### src/rtl/pipeline_ctrl.sv
// Central stall/flush controller for the 5-stage MIPS pipeline.
// Arbitrates stage stall requests, turns committed exceptions/ERET into a timed flush, and keeps statistics.
module pipeline_ctrl #(
  parameter logic [31:0] EXC_VECTOR   = 32'hBFC00380,
  parameter int unsigned FLUSH_CYCLES = 1,
  parameter int unsigned WDOG_LIMIT   = 1024
) (
  input  logic        clk,
  input  logic        rst,
  input  logic        stallreq_if,
  input  logic        stallreq_id,
  input  logic        stallreq_ex,
  input  logic        stallreq_mem,
  input  logic [31:0] excepttype_i,
  input  logic [31:0] cp0_epc_i,
  output logic [5:0]  stall_o,
  output logic        flush_o,
  output logic [31:0] new_pc_o,
  output logic [31:0] stall_cnt_o,
  output logic [31:0] flush_cnt_o,
  output logic        hang_o
);

  localparam logic [31:0]      ERET_CODE = 32'h0000000E;
  localparam int unsigned      HOLD_W    = (FLUSH_CYCLES > 2) ? $clog2(FLUSH_CYCLES) : 1;
  localparam int unsigned      WDOG_W    = $clog2(WDOG_LIMIT + 1);
  localparam logic [HOLD_W-1:0] HOLD_INIT = HOLD_W'(FLUSH_CYCLES - 1);
  localparam logic [WDOG_W-1:0] WDOG_MAX  = WDOG_W'(WDOG_LIMIT);

  typedef enum logic {
    ST_RUN,
    ST_FLUSH_HOLD
  } state_t;

  state_t              state_q, state_d;
  logic [HOLD_W-1:0]   hold_q, hold_d;
  logic [31:0]         pc_q, pc_d;
  logic [WDOG_W-1:0]   wdog_q, wdog_d;
  logic [5:0]          stall_req_mask;
  logic [31:0]         redirect_pc;
  logic                exc_take;

  assign exc_take    = (state_q == ST_RUN) && (excepttype_i != 32'h0);
  assign redirect_pc = (excepttype_i == ERET_CODE) ? cp0_epc_i : EXC_VECTOR;

  // A stalled stage also freezes everything upstream of it, so each mask is a prefix of ones.
  always_comb begin
    // NOTE: every combinational output gets a default before the branches so no latch is inferred.
    stall_req_mask = 6'b000000;
    if (stallreq_mem)     stall_req_mask = 6'b011111;
    else if (stallreq_ex) stall_req_mask = 6'b001111;
    else if (stallreq_id) stall_req_mask = 6'b000111;
    else if (stallreq_if) stall_req_mask = 6'b000011;
  end

  // State register
  always_ff @(posedge clk) begin
    // NOTE: registers use non-blocking assignments so every flop samples pre-edge values.
    if (rst) begin
      state_q <= ST_RUN;
      hold_q  <= '0;
      pc_q    <= '0;
    end else begin
      state_q <= state_d;
      hold_q  <= hold_d;
      pc_q    <= pc_d;
    end
  end

  // Next-state logic
  always_comb begin
    state_d = state_q;
    hold_d  = hold_q;
    pc_d    = pc_q;
    case (state_q)
      ST_RUN: begin
        if (exc_take && (FLUSH_CYCLES > 1)) begin
          state_d = ST_FLUSH_HOLD;
          hold_d  = HOLD_INIT;
          pc_d    = redirect_pc;
        end
      end
      ST_FLUSH_HOLD: begin
        // Inputs seen here belong to squashed instructions and are ignored.
        if (hold_q <= HOLD_W'(1)) begin
          state_d = ST_RUN;
          hold_d  = '0;
        end else begin
          hold_d  = hold_q - HOLD_W'(1);
        end
      end
      default: begin
        state_d = ST_RUN;
        hold_d  = '0;
      end
    endcase
  end

  // Output logic: zero-latency flush on exception, forced quiet during reset.
  always_comb begin
    stall_o  = 6'b000000;
    flush_o  = 1'b0;
    new_pc_o = 32'h0;
    if (!rst) begin
      case (state_q)
        ST_RUN: begin
          if (exc_take) begin
            flush_o  = 1'b1;
            new_pc_o = redirect_pc;
          end else begin
            stall_o  = stall_req_mask;
          end
        end
        ST_FLUSH_HOLD: begin
          flush_o  = 1'b1;
          new_pc_o = pc_q;
        end
        default: begin
          flush_o  = 1'b0;
        end
      endcase
    end
  end

  // Watchdog saturates at the limit so it never wraps back below it.
  always_comb begin
    if ((stall_o == 6'b000000) || flush_o) wdog_d = '0;
    else if (wdog_q == WDOG_MAX)            wdog_d = wdog_q;
    else                                    wdog_d = wdog_q + WDOG_W'(1);
  end

  always_ff @(posedge clk) begin
    if (rst) begin
      stall_cnt_o <= 32'h0;
      flush_cnt_o <= 32'h0;
      wdog_q      <= '0;
      hang_o      <= 1'b0;
    end else begin
      if (stall_o != 6'b000000) stall_cnt_o <= stall_cnt_o + 32'h1;
      if (exc_take)             flush_cnt_o <= flush_cnt_o + 32'h1;
      wdog_q <= wdog_d;
      if (wdog_d == WDOG_MAX)   hang_o <= 1'b1;
    end
  end

endmodule

### config.mk
export PLATFORM = sky130hd
export DESIGN_NAME = pipeline_ctrl
export DESIGN_NICKNAME = d
export VERILOG_FILES = /design/src/rtl/pipeline_ctrl.sv
export SDC_FILE = /design/constraint.sdc
export NUM_CORES = 1
export LEC_CHECK = 0
export BUFFER_PORTS_ARGS = -buffer_cell sky130_fd_sc_hd__buf_2
export CORE_MARGIN = 4
export CORE_UTILIZATION = 44
export CTS_BUF_LIST = sky130_fd_sc_hd__clkbuf_8 sky130_fd_sc_hd__clkbuf_16
export DETAILED_ROUTE_END_ITERATION = 12
export PLACE_DENSITY = 0.78
export SYNTH_ARGS = -nofsm -noshare
export SYNTH_HDL_FRONTEND = slang
export SYNTH_SLANG_ARGS = --single-unit
### constraint.sdc
create_clock -name clk -period 2.25 [get_ports clk]
set_input_delay 0.225 -clock clk [delete_from_list [all_inputs] [get_ports clk]]
set_output_delay 0.225 -clock clk [all_outputs]
set_load 0.03 [all_outputs]
# Word-level counts from Yosys, hierarchy flattened
# Index checks and enable logic that the tools add are counted.
# word_totals
ff_bits,78
inputBits,70
out_inout_bits,104
elab_cells,39
# classes
add_sub_neg,4
n_lt_le_gt_ge,1
eq_ne,3
n_mux,18
n_bitwise,1
n_reduce_logical,6
# op_table
op,count
$mux 32,3
$add 32x1->32 const B,2
$pmux 32 s2,1
$eq 32x4->1 const B,1
$reduce_bool 32->1,1
$eq 11x11->1 const B,2
$mux 11,2
$mux 6,3
$add 11x1->11 const B,1
$logic_not 6->1,1
$reduce_bool 6->1,1
$mux 5,1
$mux 1,4
$mux 4,1
$mux 3,1
$mux 2,1
$pmux 1 s2,1
$reduce_or 2->1,1
$le 1x1->1 const B,1
$logic_and 1x1->1,1
$logic_or 1x1->1,1
$not 1->1,1
$sub 1x1->1 const B,1

# Depth between registers and ports, before layout
# Gate-level depths: netlist of run 1.
# logic_depth
word_depth,11
mapped_depth,8
depth_no_buf,7

# Worst setup path before layout of run 1
# Ideal clock, no wire load.
# synth_path
path_kind,register to register
from,register flush_cnt_o[11]
to,register flush_cnt_o[31]
setup_ns,0.121
t_arrival_ns,2.237
required_time_ns,2.129
setup_slack_ns,-0.107
path_stages_with_launch,6
path_buffers,0
period_less_slack_ns,2.357
path_cell_list,dfxtp_1 -> nand4_2 -> or3_4 -> or4_4 -> nor3_1 -> mux2_2
# synth_via
elab_chain_len,1
# synth_lines
element,line,text
"start, declared",20,"output logic [31:0] flush_cnt_o,"
"start signal, assigned",140,if (exc_take) flush_cnt_o <= flush_cnt_o + 32'h1;
$add 32x1->32,140,
# Every way passes these cells.
# A chain may end at the register's enable or synchronous reset.

# Worst setup path after layout of run 1
# layout_path
from,input excepttype_i[9]
to,output stall_o[4]
# layout_via
elab_chain_len,5
# layout_lines
element,line,text
"start, declared",14,"input logic [31:0] excepttype_i,"
$reduce_bool 32->1,43,assign exc_take = (state_q == ST_RUN) && (excepttype_i != 32'h0);
$logic_and 1x1->1,43,
$mux 6,107,if (exc_take) begin
$mux 6,105,case (state_q)
$mux 6,104,if (!rst) begin
"end, declared",16,"output logic [5:0] stall_o,"
# Every way passes these cells.

==> summary.md, run 1 <==
| Metric | Value |
|---|---|
| Status | `completed` |
| First-pass GRT wire length | `20600 um` |
| Seq cells post-synth | `76` |
| Max-slew headroom | `52.7%` |
| Iteration count of the initial detailed-routing pass | `5` |
| Pwr Density | `491 mW/mm2` |
| Synth warnings | `0` |
| Number of flops mapped to enable cells by yosys | `0` |
| Worst-margin pin slew | `0.708 ns` |
| F_max | `467 MHz` |
| Clk slew on worst S/H paths | `0.08 ns` |
| Worst EP required | `2.03 ns` |
| GP Congestion | `0.850` |
| Pins Over Slew Limit | `0` |
| Width of the die | `105 um` |
| Period utilization | `95.2%` |
| Ys flop type | `dfxtp_1` |
| Hold Crit Start | `excepttype_i[22]` |
| Mapped Cells | `517` |
| Crit path max fanout | `4` |
| Nets@finish | `774` |
| WP buf/inv | `3` |
| Wire per inst | `15.2 um` |
| Share of post-route cells with drive strength above 1 | `35.5%` |
| Sink Count | `76` |
| Number of port buffers | `172` |
| Num CTS Buffers | `9` |
| Max stage delay on crit path | `0.42 ns` |
| Most frequent cells in the layout | `buf_2 (172), dfxtp_1 (71), a21oi_1 (59), o31ai_1 (31), nor2_1 (30)` |
| Number of I/O pins | `174` |
| Worst vdd ir | `0.288 mV` |
| Die height | `105 um` |
| Critical path's top delay family | `simple AND/OR/NAND/NOR gates` |
| Clock share of power | `43.5%` |
| Final hold vios | `0` |
| Switching power | `633 uW` |
| Worst slack, placed | `0.0666 ns` |
| Setup WS post-layout | `0.109 ns` |
| Pin count of the biggest net entering global routing | `40` |
| Fin Clk Skew | `0.0116 ns` |
| GR Layer Usage met1 | `29.1%` |
| Final setup TNS | `0 ns` |
| Origin of the critical flop-to-flop path | `flush_cnt_o[11]` |
| Area delta synth->final | `33.5%` |
| Core Area | `0.00920 mm2` |
| Type of origin of the critical path | `primary input` |
| Design Power | `2.71 mW` |
| GR Util met3 | `4.51%` |
| Share of synthesized flip-flops with an asynchronous set or reset | `0%` |
| Synth Net Count | `591` |
| Post-DRT Antenna Nets | `0` |
| Internal Power | `2.08 mW` |
| Seq pwr share | `49.9%` |
| Commonest non-fill, non-tap cell in the layout | `buf_2` |
| Clock Latency Late Sink | `0.34 ns` |
| DIE AREA | `0.0110 mm2` |
| Sequential area share after synthesis | `36.8%` |
| Routed wire length | `12400 um` |
| CTS tree | `done` |
| Root Buffer | `clkbuf_8` |
| Ant diodes | `0` |
| Total gr overflow | `0` |
| DR vias/cell | `5.66` |
| Max-cap violations | `0` |
| Grt peak-use layer | `met2` |
| Netlist cell types | `47` |
| LEAKAGE | `2.22 nW` |
| Dpl cells | `798` |
| RSZ-0062 raised after global routing | `no` |
| Min Clock Period, post-route | `2.14 ns` |
| Hold Path Class | `primary input to flip-flop` |
| Initial antenna violation count | `0` |
| Syn avg cell area | `7.99 um2` |
| Starting Density | `44.9%` |
| Setup violators final | `0` |
| CP startpoint | `excepttype_i[9]` |
| CP arrival | `1.92 ns` |
| Top cell by count, worst path | `buf_2` |
| Net Sw Frac | `23.3%` |
| Cell Chain, Critical Path | `buf_2 -> nor4_1 -> nand4_1 -> buf_4 -> or3_1 -> nor3b_2 -> buf_2` |
| Post-Syn Area | `0.00413 mm2` |
| Comb pwr share | `6.6%` |
| Crit end category | `output port` |
| Non-filler cells, final | `816` |
| Bufs on Longest Clock Path | `2` |
| Crit path kind | `primary input to output port` |
| H-tree depth | `3` |
| Post-DP HPWL | `9440 um` |
| Filler Cells Inserted | `838` |
| Initial DRC Count | `267` |
| Floorplan row count | `35` |
| Vias in the first global route | `4308` |
| GR Util All Layers | `22.1%` |
| GR met2 Demand/Resource | `36.6%` |
| Slowest cell on the critical path | `or3_1` |
| DRC | `0` |
| Via count | `4622` |
-- cell usage after synthesis, drive strengths merged (19+ instances only) --
library cell   n  share of area, %
a21oi         59               7.1
or4           29               5.4
dfxtp         76                37
nand2         25               2.3
o31ai         32               5.9
and2          20               3.0
or3           31               4.8
nor2          30               2.7
inv           21               1.9
nand3         28               3.4
o21ai         25               3.0
clkbuf        19               1.7
-- metrics by stage --
step                      hold slack [ns]  util [%]  cell area (um2)
final                               0.371      60.0             5520
after global routing                0.409      60.0             5520
after CTS                           0.361      59.6             5480
after detailed placement            0.474      57.1             5260
after global placement              0.457      57.1             5260
after floorplan                     0.483         -             4150
-- area by class of cell --
class                           instances  area (um2)  share of cell area [%]
Clock buffer                           10         138                    2.50
Inverter                               21        78.8                    1.43
Tap cell                              111         139                    2.52
Clock inverter                          6        87.6                    1.59
Multi-Input combinational cell        389        2430                    44.0
Sequential cell                        76        1530                    27.7
Timing Repair Buffer                  203        1120                    20.3
-- power by group through the flow --
stage	Clock [mW]	Combinational, mW	Sequential (mW)
3_5_place_dp	0	0.177	1.38
6_report	1.18	0.179	1.35
5_1_grt	1.26	0.195	1.35
4_1_cts	1.21	0.178	1.35
2_1_floorplan	0	0.0787	1.39
3_3_place_gp	0	0.174	1.38
-- sequential cells by signal, summed over array words and instances, names as in the netlist --
register / count
wdog_q: 11
stall_cnt_o: 32
hang_o: 1
flush_cnt_o: 32
-- tightest hold or removal path: stages --
cell	delay, ns
buf_2	0.07
nor4_1	0.04
nand4_1	0.14
nor3_2	0.07
nand2_1	0.06
a21oi_1	0.05
-- path summary, 6_finish.rpt --
kind	endpoint	slack (ns)	cells past startpoint
worst max-delay path	stall_o[4]	0.11	7
worst min-delay path	flush_cnt_o[1]	0.37	6
worst max register to register	flush_cnt_o[30]	0.12	5
worst min register to register	hang_o	0.48	2
-- per-layer routing --
layer  routed length (um)  vias to the layer above
li1                     -                     2291
met4                  142                        0
met3                  694                       14
met5                    0                        -
met1                 5440                     2179
met2                 6150                      138
-- what timing repair did --
item | in CTS | in global routing
endpoints found under the setup margin | 0 | 35
hold endpoints to repair | 0 | 0
buffers inserted | 0 | 2
gates resized for setup | 0 | 6
hold buffers | 0 | 0
-- kinds of logic after synthesis --
group	synth area share (%)
xor+xnor	3.39
fa+ha+maj	1.21
buf+inv	5.15
simple gates	31.9
compound gates	20.0
other cells	0.0908
flops	36.8
mux	1.36
No activity file was read; power rests on OpenSTA's default activity.
==> run 2: changes to the inputs <==
--- a/config.mk
+++ b/config.mk
@@ -6,7 +6,6 @@
 export NUM_CORES = 1
 export LEC_CHECK = 0
 export BUFFER_PORTS_ARGS = -buffer_cell sky130_fd_sc_hd__buf_2
-export CORE_MARGIN = 4
 export CORE_UTILIZATION = 44
 export CTS_BUF_LIST = sky130_fd_sc_hd__clkbuf_8 sky130_fd_sc_hd__clkbuf_16
 export DETAILED_ROUTE_END_ITERATION = 12
==> run 2 against run 1 <==
  * Core utilization rose by 2.0 points
  * Largest cell class unchanged
  * Highest routed layer unchanged
  * Critical endpoint is now flush_cnt_o[31]
  * Worst hold slack improved by 0.013 ns
  * Final area about the same
==> summary.md, run 2 (synthesis gave the netlist of run 1 again) <==
| Metric | Value |
|---|---|
| Status | `completed` |
| Seq pwr share | `49.9% (about the same)` |
| Setup WS post-layout | `0.0520 ns (-0.0568 ns)` |
| Post-DP HPWL | `8830 um (-6.4%)` |
| First-pass GRT wire length | `19100 um (-7.4%)` |
| Max-slew headroom | `50.6% (-2.0 points)` |
| DRC | `0 (unchanged)` |
| Clock Latency Late Sink | `0.35 ns (about the same)` |
| Width of the die | `98.9 um (-5.7%)` |
| Non-filler cells, final | `809 (-0.86%)` |
| Hold_ws | `0.385 ns (+0.0133 ns)` |
| Crit path max fanout | `8 (+4)` |
| Area delta synth->final | `33.4% (about the same)` |
| Placement Cell Area | `0.00522 mm2 (-0.64%)` |
| F_max | `455 MHz (-2.6%)` |
| Switching power | `634 uW (+0.24%)` |
| Wire per inst | `15.0 um (-1.6%)` |
| Total gr overflow | `0 (unchanged)` |
| Bufs on Longest Clock Path | `2 (unchanged)` |
| Min Clock Period, post-route | `2.20 ns (+0.0568 ns)` |
| Hold Crit Start | `rst` |
| Number of port buffers | `172 (unchanged)` |
| Final Core Density | `62.0% (+2.0 points)` |
| Initial DRC Count | `182 (-32%)` |
| Number of I/O pins | `174 (unchanged)` |
| DIE AREA | `0.00978 mm2 (-11%)` |
| GR Util All Layers | `23.7% (+1.6 points)` |
| Sink Count | `76 (unchanged)` |
| Hold Path Class | `primary input to flip-flop` |
| Worst vdd ir | `0.274 mV (-4.8%)` |
| Cts hold-fix bufs | `0 (unchanged)` |
| Clock share of power | `43.3% (-0.2 points)` |
| Iteration count of the initial detailed-routing pass | `6 (+1)` |
| Worst-margin pin slew | `0.738 ns (+0.0303 ns)` |
| Initial antenna violation count | `0 (unchanged)` |
| Commonest non-fill, non-tap cell in the layout | `buf_2` |
| Worst EP required | `2.48 ns (+0.45 ns)` |
| Root Buffer | `clkbuf_8` |
| DR vias/cell | `5.72 (+1.0%)` |
| Nets@finish | `770 (-0.52%)` |
| Pin count of the biggest net entering global routing | `49 (+23%)` |
| Critical path's top delay family | `simple AND/OR/NAND/NOR gates` |
| Design Power | `2.71 mW (+0.10%)` |
| Crit path kind | `flip-flop to flip-flop` |
| Num CTS Buffers | `9 (unchanged)` |
| R2r endpoint | `flush_cnt_o[31]` |
| H-tree depth | `3 (unchanged)` |
| Core Area | `0.00889 mm2 (-3.3%)` |
| Fin Clk Skew | `0.0127 ns (+0.00101 ns)` |
| Post-DRT Antenna Nets | `0 (unchanged)` |
| Most frequent cells in the layout | `buf_2 (172), dfxtp_1 (68), a21oi_1 (59), o31ai_1 (31), nor2_1 (30)` |
| Hold path endpoint | `stall_cnt_o[2]` |
| Type of origin of the critical path | `flip-flop` |
| Hold Path Stages | `5 (-1)` |
| Worst slack, placed | `-0.0325 ns (-0.0992 ns)` |
| Max stage delay on crit path | `0.56 ns (+0.14 ns)` |
| Design Area, Final | `0.00551 mm2 (about the same)` |
| Via count | `4628 (+0.13%)` |
| Ant diodes | `0 (unchanged)` |
| Max-cap violations | `0 (unchanged)` |
| Internal Power | `2.08 mW (about the same)` |
| Filler Cells Inserted | `797 (-4.9%)` |
| Floorplan row count | `34 (-2.9%)` |
| Pins Over Slew Limit | `0 (unchanged)` |
| Crit end category | `flip-flop` |
| Clk slew on worst S/H paths | `0.09 ns (about the same)` |
| Share of post-route cells with drive strength above 1 | `35.9% (+0.49 points)` |
| Origin of the critical flop-to-flop path | `flush_cnt_o[14]` |
| Period utilization | `97.7% (+2.5 points)` |
| Top Registers | `flush_cnt_o: 32 flops, stall_cnt_o: 32 flops, wdog_q: 11 flops` |
| Slowest cell on the critical path | `or4_4` |
| LEAKAGE | `2.21 nW (-0.70%)` |
| Die height | `98.9 um (-5.7%)` |
| GP Congestion | `0.801 (-5.7%)` |
| Vias in the first global route | `4140 (-3.9%)` |
| Comb pwr share | `6.8% (+0.2 points)` |
| Pwr Density | `492 mW/mm2 (+0.17%)` |
| Routed wire length | `12100 um (-2.4%)` |
| Net Sw Frac | `23.4% (+0.033 points)` |
| FF-to-FF path depth | `5 (unchanged)` |
| Setup violators final | `0 (unchanged)` |
| WP buf/inv | `0 (-3)` |
| CTS tree | `done` |
| FF-to-FF setup slack | `0.05 ns (-0.07 ns)` |
| Starting Density | `46.5% (+1.5 points)` |
| Cell Chain, Critical Path | `nand4_1 -> or3_4 -> or4_4 -> nor3_2 -> mux2_2` |
| Final hold vios | `0 (unchanged)` |
| Final setup TNS | `0 ns (unchanged)` |
| CP arrival | `2.43 ns (+0.51 ns)` |
| Dpl cells | `791 (-0.88%)` |
[run 2: cell count changes in the layout (fill, tap and decap cells not counted)]
cell	previous run	this run
o32ai_2	0	1
o32ai_1	1	0
nor3_2	4	3
buf_4	29	25
and4_1	3	4
nor4_2	1	5
dfxtp_2	5	8
dfxtp_1	71	68
and4_2	4	3
nor3_1	10	11
nor4_1	9	5
[run 2: power groups by stage]
stage	registers, mW	clock network, mW	logic, mW
after floorplan	1.39	0	0.0787
after global placement	1.39	0	0.173
after detailed placement	1.39	0	0.177
after CTS	1.35	1.20	0.178
after global routing	1.35	1.24	0.196
final	1.35	1.18	0.184
[run 2: how the worst max path moves through the flow]
stage                     startpoint              end  slack, ns  cells past startpoint
finish               flush_cnt_o[14]  flush_cnt_o[31]       0.05                      5
CTS                  flush_cnt_o[16]  flush_cnt_o[31]      0.002                      5
detailed placement   excepttype_i[0]  flush_cnt_o[22]      -0.03                      8
global placement     excepttype_i[0]       stall_o[4]       0.04                      6
global route        excepttype_i[16]       stall_o[4]      -0.01                      7
floorplan            flush_cnt_o[13]  flush_cnt_o[31]      -0.05                      5
[run 2: area by class of cell]
class | count | area (um2) | area share [%]
repair buffers | 199 | 1090 | 19.8
flip-flops and latches | 76 | 1530 | 27.8
clock buffers | 10 | 138 | 2.50
well taps | 108 | 135 | 2.45
inverters | 21 | 78.8 | 1.43
multi-input cells | 389 | 2450 | 44.5
clock inverters | 6 | 87.6 | 1.59
[run 2: worst reg2reg max path, cell delays in order, from the launching register on]
cell and delay (ns):
dfxtp_2 0.40, nand4_1 0.17, or3_4 0.39, or4_4 0.57, nor3_2 0.21, mux2_2 0.35
[run 2: timing repair]
action                                  4_1_cts  5_1_grt
endpoints found under the setup margin        1       24
resized for setup                             0       12
pin swaps                                     1        0
buffers inserted                              2        0
[run 2: layer usage]
metal | GRT usage (%) | up-vias | wire, um
li1 | - | 2280 | -
met1 | 30.1 | 2215 | 5290
met2 | 41.4 | 123 | 6270
met3 | 4.33 | 10 | 481
met4 | 6.31 | 0 | 81
met5 | 0 | - | 0
==> run 3: changes to the inputs <==
--- a/config.mk
+++ b/config.mk
@@ -6,10 +6,10 @@
 export NUM_CORES = 1
 export LEC_CHECK = 0
 export BUFFER_PORTS_ARGS = -buffer_cell sky130_fd_sc_hd__buf_2
-export CORE_UTILIZATION = 44
+export CORE_UTILIZATION = 48
 export CTS_BUF_LIST = sky130_fd_sc_hd__clkbuf_8 sky130_fd_sc_hd__clkbuf_16
 export DETAILED_ROUTE_END_ITERATION = 12
-export PLACE_DENSITY = 0.78
+export PLACE_DENSITY = 0.8
 export SYNTH_ARGS = -nofsm -noshare
 export SYNTH_HDL_FRONTEND = slang
 export SYNTH_SLANG_ARGS = --single-unit
==> constraint.sdc (replaced) <==
create_clock -name clk -period 2.1 [get_ports clk]
set_input_delay 0.21 -clock clk [delete_from_list [all_inputs] [get_ports clk]]
set_output_delay 0.21 -clock clk [all_outputs]
set_load 0.03 [all_outputs]
==> run 3 against run 2 <==
  * Critical path depth grew 2
  * Clock power is essentially flat
  * Core utilization up 7.4 points
  * Worst hold slack worse by 0.012 ns
  * Sequential cell count stayed put
  * Global-route usage is 2.5 points higher
  * Sequential share of layout area is 0.78 points lower
  * Non-clock buffer count increased by 19
  * Critical endpoint is now stall_o[4]
==> summary.md, run 3 (synthesis gave the netlist of run 1 again) <==
| Metric | Value |
|---|---|
| Pwr Density | `493 mW/mm2 (+0.25%)` |
| Post-DRT Antenna Nets | `0 (unchanged)` |
| Clk slew on worst S/H paths | `0.08 ns (about the same)` |
| Setup violators final | `0 (unchanged)` |
| Total gr overflow | `0 (unchanged)` |
| GP Congestion | `0.915 (+14%)` |
| Worst EP required | `1.89 ns (-0.59 ns)` |
| Hold Path Class | `primary input to flip-flop` |
| Crit path max fanout | `6 (-2)` |
| Min Clock Period, post-route | `2.05 ns` |
| Root Buffer | `clkbuf_8` |
| GR Util All Layers | `26.2% (+2.5 points)` |
| Most frequent cells in the layout | `buf_2 (172), dfxtp_1 (63), a21oi_1 (58), buf_4 (43), o31ai_1 (31)` |
| Pin count of the biggest net entering global routing | `74 (+51%)` |
| Final Core Density | `69.4% (+7.4 points)` |
| Wire per inst | `14.6 um (-2.5%)` |
| Number of port buffers | `172 (unchanged)` |
| Die height | `94.8 um (-4.2%)` |
| Cell Chain, Critical Path | `buf_2 -> nor4_2 -> nand4_1 -> buf_4 -> or3_1 -> nor3b_2 -> buf_2` |
| Starting Density | `50.0% (+3.6 points)` |
| Vias in the first global route | `4114 (-0.63%)` |
| Period utilization | `97.6%` |
| Status | `completed` |
| Pins Over Slew Limit | `0 (unchanged)` |
| Type of origin of the critical path | `primary input` |
| Via count | `4709 (+1.8%)` |
| Area delta synth->final | `38.7%` |
| Routed wire length | `12000 um (-0.62%)` |
| Slowest cell on the critical path | `or3_1` |
| F_max | `488 MHz` |
| DRC | `0 (unchanged)` |
| Crit path kind | `primary input to output port` |
| Hold_ws | `0.372 ns (-0.0122 ns)` |
| Commonest non-fill, non-tap cell in the layout | `buf_2` |
| Sink Count | `76 (unchanged)` |
| Num CTS Buffers | `9 (unchanged)` |
| Critical path's top delay family | `simple AND/OR/NAND/NOR gates` |
| Number of I/O pins | `174 (unchanged)` |
| CP arrival | `1.84 ns (-0.59 ns)` |
| LEAKAGE | `2.32 nW (+5.0%)` |
| H-tree depth | `3 (unchanged)` |
| Iteration count of the initial detailed-routing pass | `5 (-1)` |
| Worst vdd ir | `0.272 mV (-0.86%)` |
| Width of the die | `94.8 um (-4.2%)` |
| First-pass GRT wire length | `18700 um (-2.2%)` |
| Clock Latency Late Sink | `0.35 ns (about the same)` |
| Bufs on Longest Clock Path | `2 (unchanged)` |
| Top cell by count, worst path | `buf_2` |
| Ant diodes | `0 (unchanged)` |
| Initial antenna violation count | `0 (unchanged)` |
| Share of post-route cells with drive strength above 1 | `39.7% (+3.8 points)` |
| Fin Clk Skew | `0.00990 ns (-0.00276 ns)` |
| Top Registers | `flush_cnt_o: 32 flops, stall_cnt_o: 32 flops, wdog_q: 11 flops` |
| Initial DRC Count | `188 (+3.3%)` |
| Post-DP HPWL | `8910 um (+0.92%)` |
| Max stage delay on crit path | `0.43 ns (-0.13 ns)` |
| Crit end category | `output port` |
| DR vias/cell | `5.71 (-0.22%)` |
| Max-cap violations | `0 (unchanged)` |
| Nets@finish | `789 (+2.5%)` |
| Final hold vios | `0 (unchanged)` |
| WP buf/inv | `3 (+3)` |
| DIE AREA | `0.00898 mm2 (-8.2%)` |
| CTS tree | `done` |
| Core Area | `0.00826 mm2 (-7.1%)` |
| Floorplan row count | `33 (-2.9%)` |
-- run 3: cell types whose count changed in the layout (fill, tap and decap cells not counted), moves of 2 or more --
| cell | before | now |
|---|---|---|
| and4_4 | 0 | 2 |
| buf_4 | 25 | 43 |
| clkinv_4 | 0 | 2 |
| dfxtp_1 | 68 | 63 |
| dfxtp_4 | 0 | 4 |
| nor3_1 | 11 | 8 |
| nor3_2 | 3 | 6 |
| nor4_2 | 5 | 3 |
| nor4_4 | 0 | 3 |
-- run 3: power by group --
part | switching, mW | internal (mW)
logic | 0.120 | 0.0844
clock network | 0.563 | 0.616
registers | 0.00561 | 1.44
-- run 3: path summary, 6_finish.rpt --
check | slack [ns] | startpoint | depth (start not counted) | to
worst min register to register | 0.47 | hang_o | 2 | hang_o
worst max-delay path | 0.05 | excepttype_i[0] | 7 | stall_o[4]
worst min-delay path | 0.37 | excepttype_i[22] | 6 | flush_cnt_o[1]
worst max register to register | 0.05 | flush_cnt_o[13] | 6 | flush_cnt_o[27]
-- run 3: repair_timing --
item                       in CTS  in global routing
pin swaps                       0                  6
gates resized for setup         5                 17
setup endpoints to repair      24                 43
hold buffers                    0                  0
cloned                          0                  0
buffers inserted                0                  1
-- run 3: worst register-to-register path, cell delays in order (launching register included) --
cell and delay [ns]:
dfxtp_4 0.37, nand4_4 0.12, or3_4 0.38, buf_4 0.15, or3_4 0.42, or4_4 0.43, a21oi_2 0.12
-- run 3: cell type report --
cell class,count,area (um2)
multi-input cells,389,2530
fillers,707,2530
flip-flops and latches,76,1550
repair buffers,218,1230
clock buffers,11,151
well taps,105,131
inverters,21,78.8
clock inverters,5,60.1
-- run 3: layer usage --
layer | vias up | GRT usage, % | wire (um)
li1 | 2323 | - | -
met1 | 2192 | 30.4 | 4780
met2 | 174 | 48.1 | 6340
met3 | 20 | 5.31 | 739
met4 | 0 | 8.08 | 181
met5 | - | 0 | 0
-- run 3: through the flow --
step	instances	cell area [um2]	power [mW]	setup TNS, ns	worst slack, ns
2_1_floorplan	517	4180	1.57	-0.0460	-0.0460
3_3_place_gp	808	5400	1.67	-0.312	-0.0510
3_5_place_dp	808	5400	1.67	-2.22	-0.147
4_1_cts	824	5640	2.84	0	0.00435
5_1_grt	825	5730	2.92	-0.0136	-0.0136
6_report	825	5730	2.83	0	0.0495
